[src/rtl/sjf_arbiter.sv]
// Shortest-job-first arbiter: grants one of four requesters to a shared unit for
// len+1 cycles, with per-requester skip counters that force long jobs through.
//   state | meaning
//   IDLE  | no grant; arbitrate on any request
//   RUN   | grant held, duration counter counts down to 0
//   GAP   | single dead cycle after a job ends or aborts
module sjf_arbiter #(
  parameter int LEN_W        = 3,
  parameter int STARVE_LIMIT = 4
) (
  input  logic             clk,
  input  logic             rst,
  input  logic [3:0]       req,
  input  logic [LEN_W-1:0] len_a,
  input  logic [LEN_W-1:0] len_b,
  input  logic [LEN_W-1:0] len_c,
  input  logic [LEN_W-1:0] len_d,
  output logic [3:0]       grant,
  output logic [1:0]       grant_pos,
  output logic             busy,
  output logic             done,
  output logic             abort
);

  typedef enum logic [1:0] {IDLE, RUN, GAP} state_t;

  state_t           state_q, state_d;
  logic [LEN_W-1:0] cnt_q, cnt_d;
  logic [3:0]       grant_q, grant_d;
  logic [1:0]       pos_q, pos_d;
  logic             abort_q, abort_d;
  logic [2:0]       skip_q [4];
  logic [2:0]       skip_d [4];

  logic [LEN_W-1:0] lens [4];
  logic [1:0]       win_idx;
  logic             starve_hit;
  logic             found;
  logic [LEN_W-1:0] best_len;

  assign lens[0] = len_a;
  assign lens[1] = len_b;
  assign lens[2] = len_c;
  assign lens[3] = len_d;

  // Starved requesters pre-empt the length comparison; lowest index wins ties.
  always_comb begin
    win_idx    = 2'd0;
    starve_hit = 1'b0;
    found      = 1'b0;
    best_len   = '1;
    for (int i = 0; i < 4; i++) begin
      if (req[i] && (skip_q[i] >= 3'(STARVE_LIMIT)) && !starve_hit) begin
        starve_hit = 1'b1;
        win_idx    = 2'(i);
      end
    end
    if (!starve_hit) begin
      for (int i = 0; i < 4; i++) begin
        if (req[i] && (!found || (lens[i] < best_len))) begin
          found    = 1'b1;
          best_len = lens[i];
          win_idx  = 2'(i);
        end
      end
    end
  end

  always_comb begin
    state_d = state_q;
    cnt_d   = cnt_q;
    grant_d = grant_q;
    pos_d   = pos_q;
    abort_d = 1'b0;
    skip_d  = skip_q;
    case (state_q)
      IDLE: begin
        if (|req) begin
          state_d = RUN;
          grant_d = 4'b0001 << win_idx;
          pos_d   = win_idx;
          cnt_d   = lens[win_idx];
          for (int i = 0; i < 4; i++) begin
            if (2'(i) == win_idx) begin
              skip_d[i] = 3'd0;
            end else if (req[i] && (skip_q[i] != 3'd7)) begin
              skip_d[i] = skip_q[i] + 3'd1;
            end
          end
        end
      end
      RUN: begin
        // Completion takes precedence over a request dropped on the same edge.
        if (cnt_q == '0) begin
          state_d = GAP;
          grant_d = 4'b0000;
        end else if (!req[pos_q]) begin
          state_d = GAP;
          grant_d = 4'b0000;
          abort_d = 1'b1;
        end else begin
          cnt_d = cnt_q - LEN_W'(1);
        end
      end
      GAP: begin
        state_d = IDLE;
      end
      default: begin
        state_d = IDLE;
        grant_d = 4'b0000;
      end
    endcase
    for (int i = 0; i < 4; i++) begin
      if (!req[i]) skip_d[i] = 3'd0;
    end
  end

  always_ff @(posedge clk or posedge rst) begin
    if (rst) begin
      state_q <= IDLE;
      cnt_q   <= '0;
      grant_q <= 4'b0000;
      pos_q   <= 2'd0;
      abort_q <= 1'b0;
      for (int i = 0; i < 4; i++) skip_q[i] <= 3'd0;
    end else begin
      state_q <= state_d;
      cnt_q   <= cnt_d;
      grant_q <= grant_d;
      pos_q   <= pos_d;
      abort_q <= abort_d;
      skip_q  <= skip_d;
    end
  end

  assign grant     = grant_q;
  assign grant_pos = pos_q;
  assign busy      = |grant_q;
  assign done      = (state_q == RUN) && (cnt_q == '0);
  assign abort     = abort_q;

endmodule

[config.mk]
export PLATFORM = sky130hd
export DESIGN_NAME = sjf_arbiter
export DESIGN_NICKNAME = d
export VERILOG_FILES = /design/src/rtl/sjf_arbiter.sv
export SDC_FILE = /design/constraint.sdc
export NUM_CORES = 1
export LEC_CHECK = 0
export ABC_CLOCK_PERIOD_IN_PS = 2300
export CAP_MARGIN = 20
export CORE_MARGIN = 3
export CORE_UTILIZATION = 35
export DETAILED_ROUTE_END_ITERATION = 8
export RECOVER_POWER = 50
export SKIP_LAST_GASP = 1
export SYNTH_ARGS = -nofsm -noshare
export SYNTH_HDL_FRONTEND = slang
export SYNTH_SLANG_ARGS = --single-unit
export TNS_END_PERCENT = 5
[constraint.sdc]
create_clock -name clk -period 2.3 [get_ports clk]
set_clock_uncertainty 0.05 [all_clocks]
set_input_delay 0.345 -clock clk [delete_from_list [all_inputs] [get_ports clk]]
set_output_delay 0.345 -clock clk [all_outputs]
set_load 0.02 [all_outputs]
---- Yosys cells after proc, flatten, opt, wreduce, memory -nomap -nowiden ----
Cells that the tools add are included.
storage, ports and cells
  register bits after elaboration ......... 24
  logic and storage cells ................. 147
  bits of input ports ..................... 18
cells by class
  shifts and indexed selects .............. 1
  equal/unequal tests ..................... 25
  magnitude comparators ................... 9
  bitwise logic cells ..................... 2
  reductions and logical operators ........ 38
  mux-type cells .......................... 58
  $add $sub $neg .......................... 5
operators by type and width
  kind                                                      number
  two-way mux 3 bit                                         23
  two-way mux 12 bit                                        2
  two-way mux 2 bit                                         10
  inequality test 2 x 1 -> 1 bit, second input constant     8
  greater-or-equal comparator 3 bit, second input constant  5
  logical AND 1 bit                                         15
  two-way mux 1 bit                                         15
  AND reduction 3 bit                                       5
  adder 3 x 1 -> 3 bit, second input constant               4
  two-way mux 4 bit                                         3
  inequality test 3 x 1 -> 1 bit, second input constant     4
  inequality test 3 bit, second input constant              4
  one-hot mux 4 bit (3 select lines)                        1
  < comparator 3 bit                                        3
  OR reduction 4 bit                                        2
  binary-select mux 3 bit (select 2 bit)                    1
  zero test 1 bit                                           6
  inequality test 2 bit, second input constant              3
  one-hot mux 3 bit (2 select lines)                        1
  == test 2 bit, first input constant                       2
  zero test 2 bit                                           2
  one-hot mux 2 bit (2 select lines)                        1
  AND reduction 2 bit                                       2
  AND reduction 4 bit                                       1
  13 further kinds                                          15

---- Longest topological paths before layout ----
Gate-level depths: netlist of run 1.
  word-level depth ........................ 34
  gate-level depth with buffers ........... 22
  mapped depth without buffers ............ 21

---- Least setup slack after synthesis of run 1 ----
OpenSTA, ideal clock, no wires.
  kind .................................... input port to flip-flop
  start point ............................. input port req[0]
  end point ............................... register cnt_q[0]
  library setup time ...................... 0.077 ns
  buffers on the path ..................... 1
  stages on the path ...................... 22
  path slack .............................. -2.057 ns
  data required time ...................... 2.173 ns
  data arrival time ....................... 4.230 ns
  cells stage by stage .................... inv_2 -> nor2_1 -> ha_1 -> o2111ai_1 -> nand3_1 -> o32ai_1 -> ha_1 -> o21a_1 -> nor2_1 -> o21a_1 -> a41oi_1 -> mux2_2 -> ha_1 -> o21ai_0 -> a21oi_1 -> o211ai_1 -> nand4_1 -> a221oi_4 -> buf_6 -> mux2i_1 -> mux2_2 -> a21oi_1
between the ends
  longest elaborated chain between the ends .. 23
ends and longest elaborated chain
  what                                                           RTL line  RTL
  start, declared                                                13        input logic [3:0] req,
  two-way mux 3 bit / two-way mux 1 bit (equally long branches)  60        if (req[i] && (!found || (lens[i] < best_len))) begin
  two-way mux 3 bit / two-way mux 1 bit (equally long branches)  58        if (!starve_hit) begin
  < comparator 3 bit / zero test 1 bit (equally long branches)   60
  logical OR 1 bit                                               60
  logical AND 1 bit                                              60
  two-way mux 3 bit / two-way mux 1 bit (equally long branches)  60
  two-way mux 3 bit / two-way mux 1 bit (equally long branches)  58
  < comparator 3 bit / zero test 1 bit (equally long branches)   60
  (+6 left out)                                                  n/a
  logical AND 1 bit                                              60
  two-way mux 2 bit                                              60
  two-way mux 2 bit                                              58
  inverter 2 -> 3 bit (not written as such)                      82        cnt_d = lens[win_idx];
  binary-select mux 3 bit (select 2 bit)                         82
  two-way mux 3 bit (not written as such) (2 in a row)           82
  two-way mux 3 bit                                              78        if (|req) begin
  one-hot mux 3 bit (2 select lines)                             76        case (state_q)
  end signal, assigned                                           128       cnt_q <= cnt_d;
  end, declared                                                  28        logic [LEN_W-1:0] cnt_q, cnt_d;
Several ways; a longest one is shown, not always the timed one. The select of a mux whose other input is x is not followed.
A chain may end at the register's enable or synchronous reset.

---- Final worst setup path of run 1 ----
  start point ............................. input port req[0]
  end point ............................... register cnt_q[2]
Same word-level chain as after synthesis.

==> results of run 1 <==
layout by cell type, fill, tap and decap left out, types with 7 or more instances in the layout:
master           count
dfrtp_1             24
clkdlybuf4s50_1     17
nand2_1             14
nor2_1              18
mux2i_1              8
inv_1                7
ha_1                10
a21oi_1             13
nor3_1               9
buf_4               52
Yosys cell counts, types with 2 or more instances:
library cell / number
dfrtp_1: 24
nor2_1: 20
a21oi_1: 18
ha_1: 15
nand2_1: 15
mux2i_1: 9
nor3_1: 9
inv_1: 7
nand2b_1: 7
o21ai_0: 7
mux2_2: 6
nor2b_1: 6
o21ai_1: 6
and2_1: 5
a22oi_1: 4
clkbuf_1: 4
nand3_1: 4
a21o_1: 3
a31oi_1: 3
nor3b_1: 3
o21a_1: 3
o32ai_1: 3
or2_2: 3
buf_2: 2
inv_2: 2
nand4_1: 2
o211ai_1: 2
o22ai_1: 2
or4_1: 2
metal layers:
layer / GRT usage (%) / wire, um / vias to the layer above
li1: - / - / 942
met3: 2.268 / 153 / 4
met2: 29.03 / 2459 / 29
met4: 4.545 / 55 / 0
met1: 23.04 / 2332 / 856
met5: 0 / 0 / -
kinds of logic (layout without fill, tap and decap cells):
logic type / after synthesis / in the layout
compound gates: 61 / 61
fa+ha+maj: 15 / 15
buf+inv: 16 / 94
flops: 24 / 24
mux: 16 / 16
simple gates: 79 / 79
state kept, by name, indices dropped and copies added, names as in the netlist:
name	flops
skip_q	12
grant	4
cnt_q	3
grant_pos	2
state_q	2
abort	1
power groups by stage:
stage	clock [mW]	combinational [mW]	sequential, mW
2_1_floorplan	0	0.831	0.749
3_3_place_gp	0	1.40	0.700
3_5_place_dp	0	1.43	0.706
4_1_cts	0.383	1.48	0.697
5_1_grt	0.401	1.66	0.727
6_report	0.371	1.51	0.696
final cells by class:
| type | instances | share of cell area (%) |
|---|---|---|
| clock buffer | 3 | 1.430 |
| inverter | 9 | 1.733 |
| timing repair buffer | 81 | 22.83 |
| multi-input combinational | 171 | 49.26 |
| sequential | 24 | 20.80 |
| clock inverter | 1 | 1.040 |
| tap | 67 | 2.903 |
how the worst min path moves through the flow:
stage / cells past startpoint / slack (ns) / end
floorplan: 1 / 0.31 / abort$_DFF_PP0_
global placement: 1 / 0.44 / grant[2]$_DFFE_PP0P_
detailed placement: 1 / 0.44 / grant[1]$_DFFE_PP0P_
CTS: 3 / 0.38 / grant[2]$_DFFE_PP0P_
global route: 1 / 0.48 / grant[1]$_DFFE_PP0P_
finish: 1 / 0.46 / grant[1]$_DFFE_PP0P_
worst reg2reg max path: stages, from the launching register on:
cell and delay [ns]:
dfrtp_1 0.40, a22oi_1 0.21, nand3_1 0.13, or2_2 0.28, o32ai_1 0.21, a221oi_4 0.13, buf_4 0.17, nor2_1 0.24
o21ai_1 0.12, and2_1 0.16
what timing repair did:
action,CTS,global route
setup endpoints to repair,21,21
setup buffers,6,3
hold endpoints to repair,0,0
resized for setup,30,17
pin swaps,18,16
==> impl_metrics.tcl, run 1 <==
set metrics [dict create \
    outcome "complete, but fails checks" \
    violations "setup timing" \
    rrSetupSlack_ns 0.09 \
    comb_power_share_pct 58.6 \
    worst_r2r_startpoint "skip_q[8]$_DFFE_PP0P_" \
    vdd_drop_max_v 0.0004972 \
    final_cells 356 \
    synthCells 211 \
    clock-root-buffer "clkbuf_8" \
    die_h_um 78.69 \
    synth_seq_cells 24 \
    multi_input_area_mm2 0.001423 \
    power_switching_mw 1.004 \
    synth_ff_type "dfrtp_1" \
    clkLatencyLatePin_ns 0.27 \
    finalWorstSetupSlack_ns -1.816 \
    dieArea_mm2 0.006192 \
    drv_cap 0 \
    drt_iter0_drc 67 \
    max_slew.worst_pin.slew_ns 1.326 \
    p_sw_share_pct 38.93 \
    grt_pass1_wl_mm 8.466 \
    hold_viol 0 \
    synth.distinct_cells 44 \
    io_buffers 26 \
    netlist_area_mm2 0.001849 \
    hold_ws_ns 0.4592 \
    p_leak_nw 1.337 \
    boundaryPins 27 \
    ff_latch_area_um2 600.6 \
    cp_slowest_cell "mux2_4" \
    cp-end-kind "flop" \
    rsz0062_at_grt "true" \
    synth_top_family_by_area "compound AO/OA/AOI/OAI gates" \
    setup_tns_ns -35.33 \
    yosysTopAreaCellShare_pct 32.48 \
    clock-sinks 24 \
    layout-drive-gt1-share_pct 35.64 \
    min_path_type "reg2reg" \
    cp_num_buf_inv 3 \
    fin_crit_sh_pct 179.0 \
    final_core_util_pct 58.80 \
    synth_seq_area_share_pct 32.48 \
    synth_area_leaders "dfrtp_1 (32%), ha_1 (10%), a21oi_1 (4.9%)" \
    vias 1831 \
    synthMuxAreaShare_pct 9.743 \
    fill_cells 432 \
    rows 25 \
    cts_tree "yes" \
    diodes 0 \
    regToRegEndpoint "skip_q[10]$_DFFE_PP0P_" \
    p_clk_share_pct 14.4 \
    worstPathCellList "buf_8, inv_16, nor2_4, ha_4, o2111ai_4, nand3_4, o32ai_4, ha_4, o21a_1, nor2_2, o21a_1, a41oi_2, mux2_4, ha_4, o21ai_4, a21oi_2, o211ai_1, nand4_1, a221oi_4, buf_6, mux2i_1, mux2_2, a21oi_2" \
    crit_fanout 6 \
    coreArea_mm2 0.004911 \
    endpoint "cnt_q[2]$_DFFE_PP0P_" \
    clockBufferDepth 2 \
    initial_core_util_pct 37.66 \
    die_w_um 78.69 \
    placed_cells 344 \
    place.gp.congestion 0.8560 \
    cts_buffers 3 \
    layout_min_cycle_time_ns 4.116 \
    worst_path_largest_cell_delay_ns 0.35 \
    critPathLaunchType "input port" \
    synth_enable_flop_cells 0 \
    fmax_mhz 242.9 \
    htree_levels 1 \
    drc 0 \
    maxSlewViolCount 0 \
    crit_cells 23 \
    synth-compound-area-share_pct 22.19 \
    synth-async-reset-ratio_pct 100.0 \
    finalWirelength_mm 5.000 \
    post-synth-top-area-cell "dfrtp_1" \
    startpoint "req[0]" \
    grt_max_degree 25 \
    wl_per_cell_um 14.04 \
    antenna_found_initial 0 \
    synth-simple-area-share_pct 21.65 \
    firstDrtPassIters 4 \
    fin_area_mm2 0.002888 \
    final_nets 323 \
    syn_to_final_growth_pct 56.16 \
    p_int_mw 1.575 \
    rr_worst_depth 9 \
    crit_family "compound AO/OA/AOI/OAI gates" \
    synthAdderAreaFrac_pct 10.15 \
    p_per_area_mw_per_mm2 893.1 \
    crit_required_ns 2.45 \
    crit_path_frequent_cell "ha_4" \
    setup_viol 21 \
    post-place-ws_ns -2.657 \
    overflow 0 \
    hold_path.startpoint "grant[1]$_DFFE_PP0P_" \
    dpl.hpwl_mm 3.894 \
    synth_xor_area_share_pct 0 \
    slew_headroom_pct 11.58 \
    cts.clk_slew.worst_paths_ns 0.09 \
    ctsHoldBuffers 0 \
    p_seq_share_pct 27.0 \
    grt_usage_pct 17.16 \
    yosysWarnings 0 \
    grt_pass1_vias 1831 \
    place_area_mm2 0.002636 \
    critPathKind "in2reg" \
    postSynthAreaPerCell_um2 8.764 \
    synth_fp_nets 244 \
    arrival_ns 4.27 \
    ant_nets 0 \
    finalPower_mw 2.579 \
    via_per_inst 5.143 \
]
Power figures use the tool's default switching activity.
==> run 2, diff against run 1 <==
--- a/config.mk
+++ b/config.mk
@@ -6,11 +6,10 @@
 export NUM_CORES = 1
 export LEC_CHECK = 0
 export ABC_CLOCK_PERIOD_IN_PS = 2300
-export CAP_MARGIN = 20
-export CORE_MARGIN = 3
 export CORE_UTILIZATION = 35
 export DETAILED_ROUTE_END_ITERATION = 8
 export RECOVER_POWER = 50
+export SKIP_CTS_REPAIR_TIMING = 1
 export SKIP_LAST_GASP = 1
 export SYNTH_ARGS = -nofsm -noshare
 export SYNTH_HDL_FRONTEND = slang
==> run 2 against run 1 <==
Against the previous run: the flow still finishes with violations (setup timing); routed wire length is 0.32% lower; count of clock-buffer cells in the layout increased by 1; clock power decreased by 20%; non-clock buffer count grew 2; first-iteration DRC count grew 3.0%; critical path depth stayed put; core utilization is 0.99 points lower; critical endpoint is now skip_q[6]$_DFFE_PP0P_.
==> impl_metrics.tcl, run 2 (same netlist as run 1, synthesis figures left out) <==
set metrics [dict create \
    outcome "complete, but fails checks" \
    violations "setup timing" \
    rows 26 \
    rr_worst_depth 9 \
    placed_cells 353 \
    layout_min_cycle_time_ns 4.193 \
    syn_to_final_growth_pct 59.68 \
    crit_path_frequent_cell "ha_4" \
    cp-end-kind "flop" \
    final_cells 361 \
    diodes 0 \
    setup_viol 21 \
    clock-root-buffer "clkbuf_8" \
    rrSetupSlack_ns -0.06 \
    top_usage_layer "met2" \
    critPathKind "in2reg" \
    antenna_found_initial 0 \
    multi_input_area_mm2 0.001440 \
    grt_pass1_vias 1670 \
    dpl.hpwl_mm 3.834 \
    gr-usage-met1_pct 24.13 \
    fmax_mhz 238.5 \
    maxSlewViolCount 0 \
    final_nets 325 \
    ff_latch_area_um2 600.6 \
    setup_tns_ns -37.31 \
    critPathLaunchType "input port" \
    initial_core_util_pct 36.21 \
    overflow 0 \
    clkLatencyLatePin_ns 0.27 \
    drc 0 \
    cts.clk_slew.worst_paths_ns 0.09 \
    post-place-ws_ns -2.608 \
    wl_per_cell_um 13.81 \
    max_slew.worst_pin.slew_ns 1.357 \
    die_h_um 74.69 \
    crit_fanout 7 \
    finalPower_mw 2.500 \
    final_cell_mix "buf_4 (52), dfrtp_1 (24), nor2_1 (18)" \
    dieArea_mm2 0.005579 \
    vdd_drop_max_v 0.0004520 \
    drt_iter0_drc 69 \
    whs_path_depth 1 \
    fin_crit_sh_pct 182.3 \
    crit_required_ns 2.45 \
    crit_cells 23 \
    clockBufferDepth 2 \
    rsz0062_at_grt "true" \
    via_per_inst 5.094 \
    grt_pass1_wl_mm 7.679 \
    htree_levels 1 \
    io_buffers 26 \
    die_w_um 74.69 \
    min_path_type "reg2reg" \
    layout-drive-gt1-share_pct 35.05 \
    finalWirelength_mm 4.984 \
    crit_family "compound AO/OA/AOI/OAI gates" \
    arrival_ns 4.34 \
    finalWorstSetupSlack_ns -1.893 \
    regMostFlops "skip_q" \
    vias 1839 \
    worst_path_largest_cell_delay_ns 0.40 \
    cp_slowest_cell "or4_1" \
    layout_commonest_cell "buf_4" \
    boundaryPins 27 \
    place_area_mm2 0.002685 \
    grt_max_degree 25 \
    grt_use_met3_pct 1.740 \
    p_per_area_mw_per_mm2 846.5 \
    cts_tree "yes" \
    grtUsageMet2_pct 31.13 \
    coreArea_mm2 0.005107 \
    grt_usage_pct 18.04 \
    hold_viol 0 \
    fin_area_mm2 0.002953 \
    cp_num_buf_inv 4 \
    place.gp.congestion 0.9390 \
    cts_buffers 3 \
    firstDrtPassIters 4 \
    p_leak_nw 1.407 \
    ant_nets 0 \
    worstPathCellList "dlymetal6s2s_1, buf_6, inv_16, nor2_4, ha_4, o2111ai_4, nand3_4, o32ai_4, ha_4, o21a_1, nor2_1, o21a_1, a41oi_2, mux2_4, ha_4, o21ai_4, a221o_1, nand4_1, a221oi_4, buf_6, nor2b_2, or4_1, a31oi_1" \
    slew_headroom_pct 9.509 \
    fill_cells 459 \
    drv_cap 0 \
    clock-sinks 24 \
    largest_register_ffs 12 \
]
run 2: path summary, 6_finish.rpt:
path	end	startpoint
setup / recovery	skip_q[6]$_DFFE_PP0P_	req[0]
setup reg to reg	skip_q[6]$_DFFE_PP0P_	skip_q[8]$_DFFE_PP0P_
hold / removal	grant[1]$_DFFE_PP0P_	grant[1]$_DFFE_PP0P_
max in group asynchronous	skip_q[8]$_DFFE_PP0P_	rst
hold reg to reg	grant[1]$_DFFE_PP0P_	grant[1]$_DFFE_PP0P_
min in group asynchronous	grant[2]$_DFFE_PP0P_	rst
run 2: stage by stage:
| step | utilization (%) | hold slack, ns |
|---|---|---|
| 2_1_floorplan | - | 0.3096 |
| 3_3_place_gp | 52.57 | 0.4328 |
| 3_5_place_dp | 52.57 | 0.4374 |
| 4_1_cts | 53.65 | 0.3725 |
| 5_1_grt | 57.81 | 0.4724 |
| 6_report | 57.81 | 0.4582 |
run 2: metal layers:
metal	routed length, um	vias to the layer above
li1	-	936
met1	2329	863
met2	2428	34
met3	155	6
met4	70	0
met5	0	-
run 2: final cells by class:
cell class,instances,area share (%)
multi-input cells,171,48.77
flip-flops and latches,24,20.34
inverters,9,1.695
clock buffers,4,1.864
well taps,70,2.966
repair buffers,83,24.36
run 2: report_power, final:
group / leakage (nW) / internal [mW] / switching, mW
clock: 0.0288 / 0.153 / 0.145
combinational: 1.06 / 0.771 / 0.739
sequential: 0.314 / 0.571 / 0.121
total: 1.41 / 1.49 / 1.00
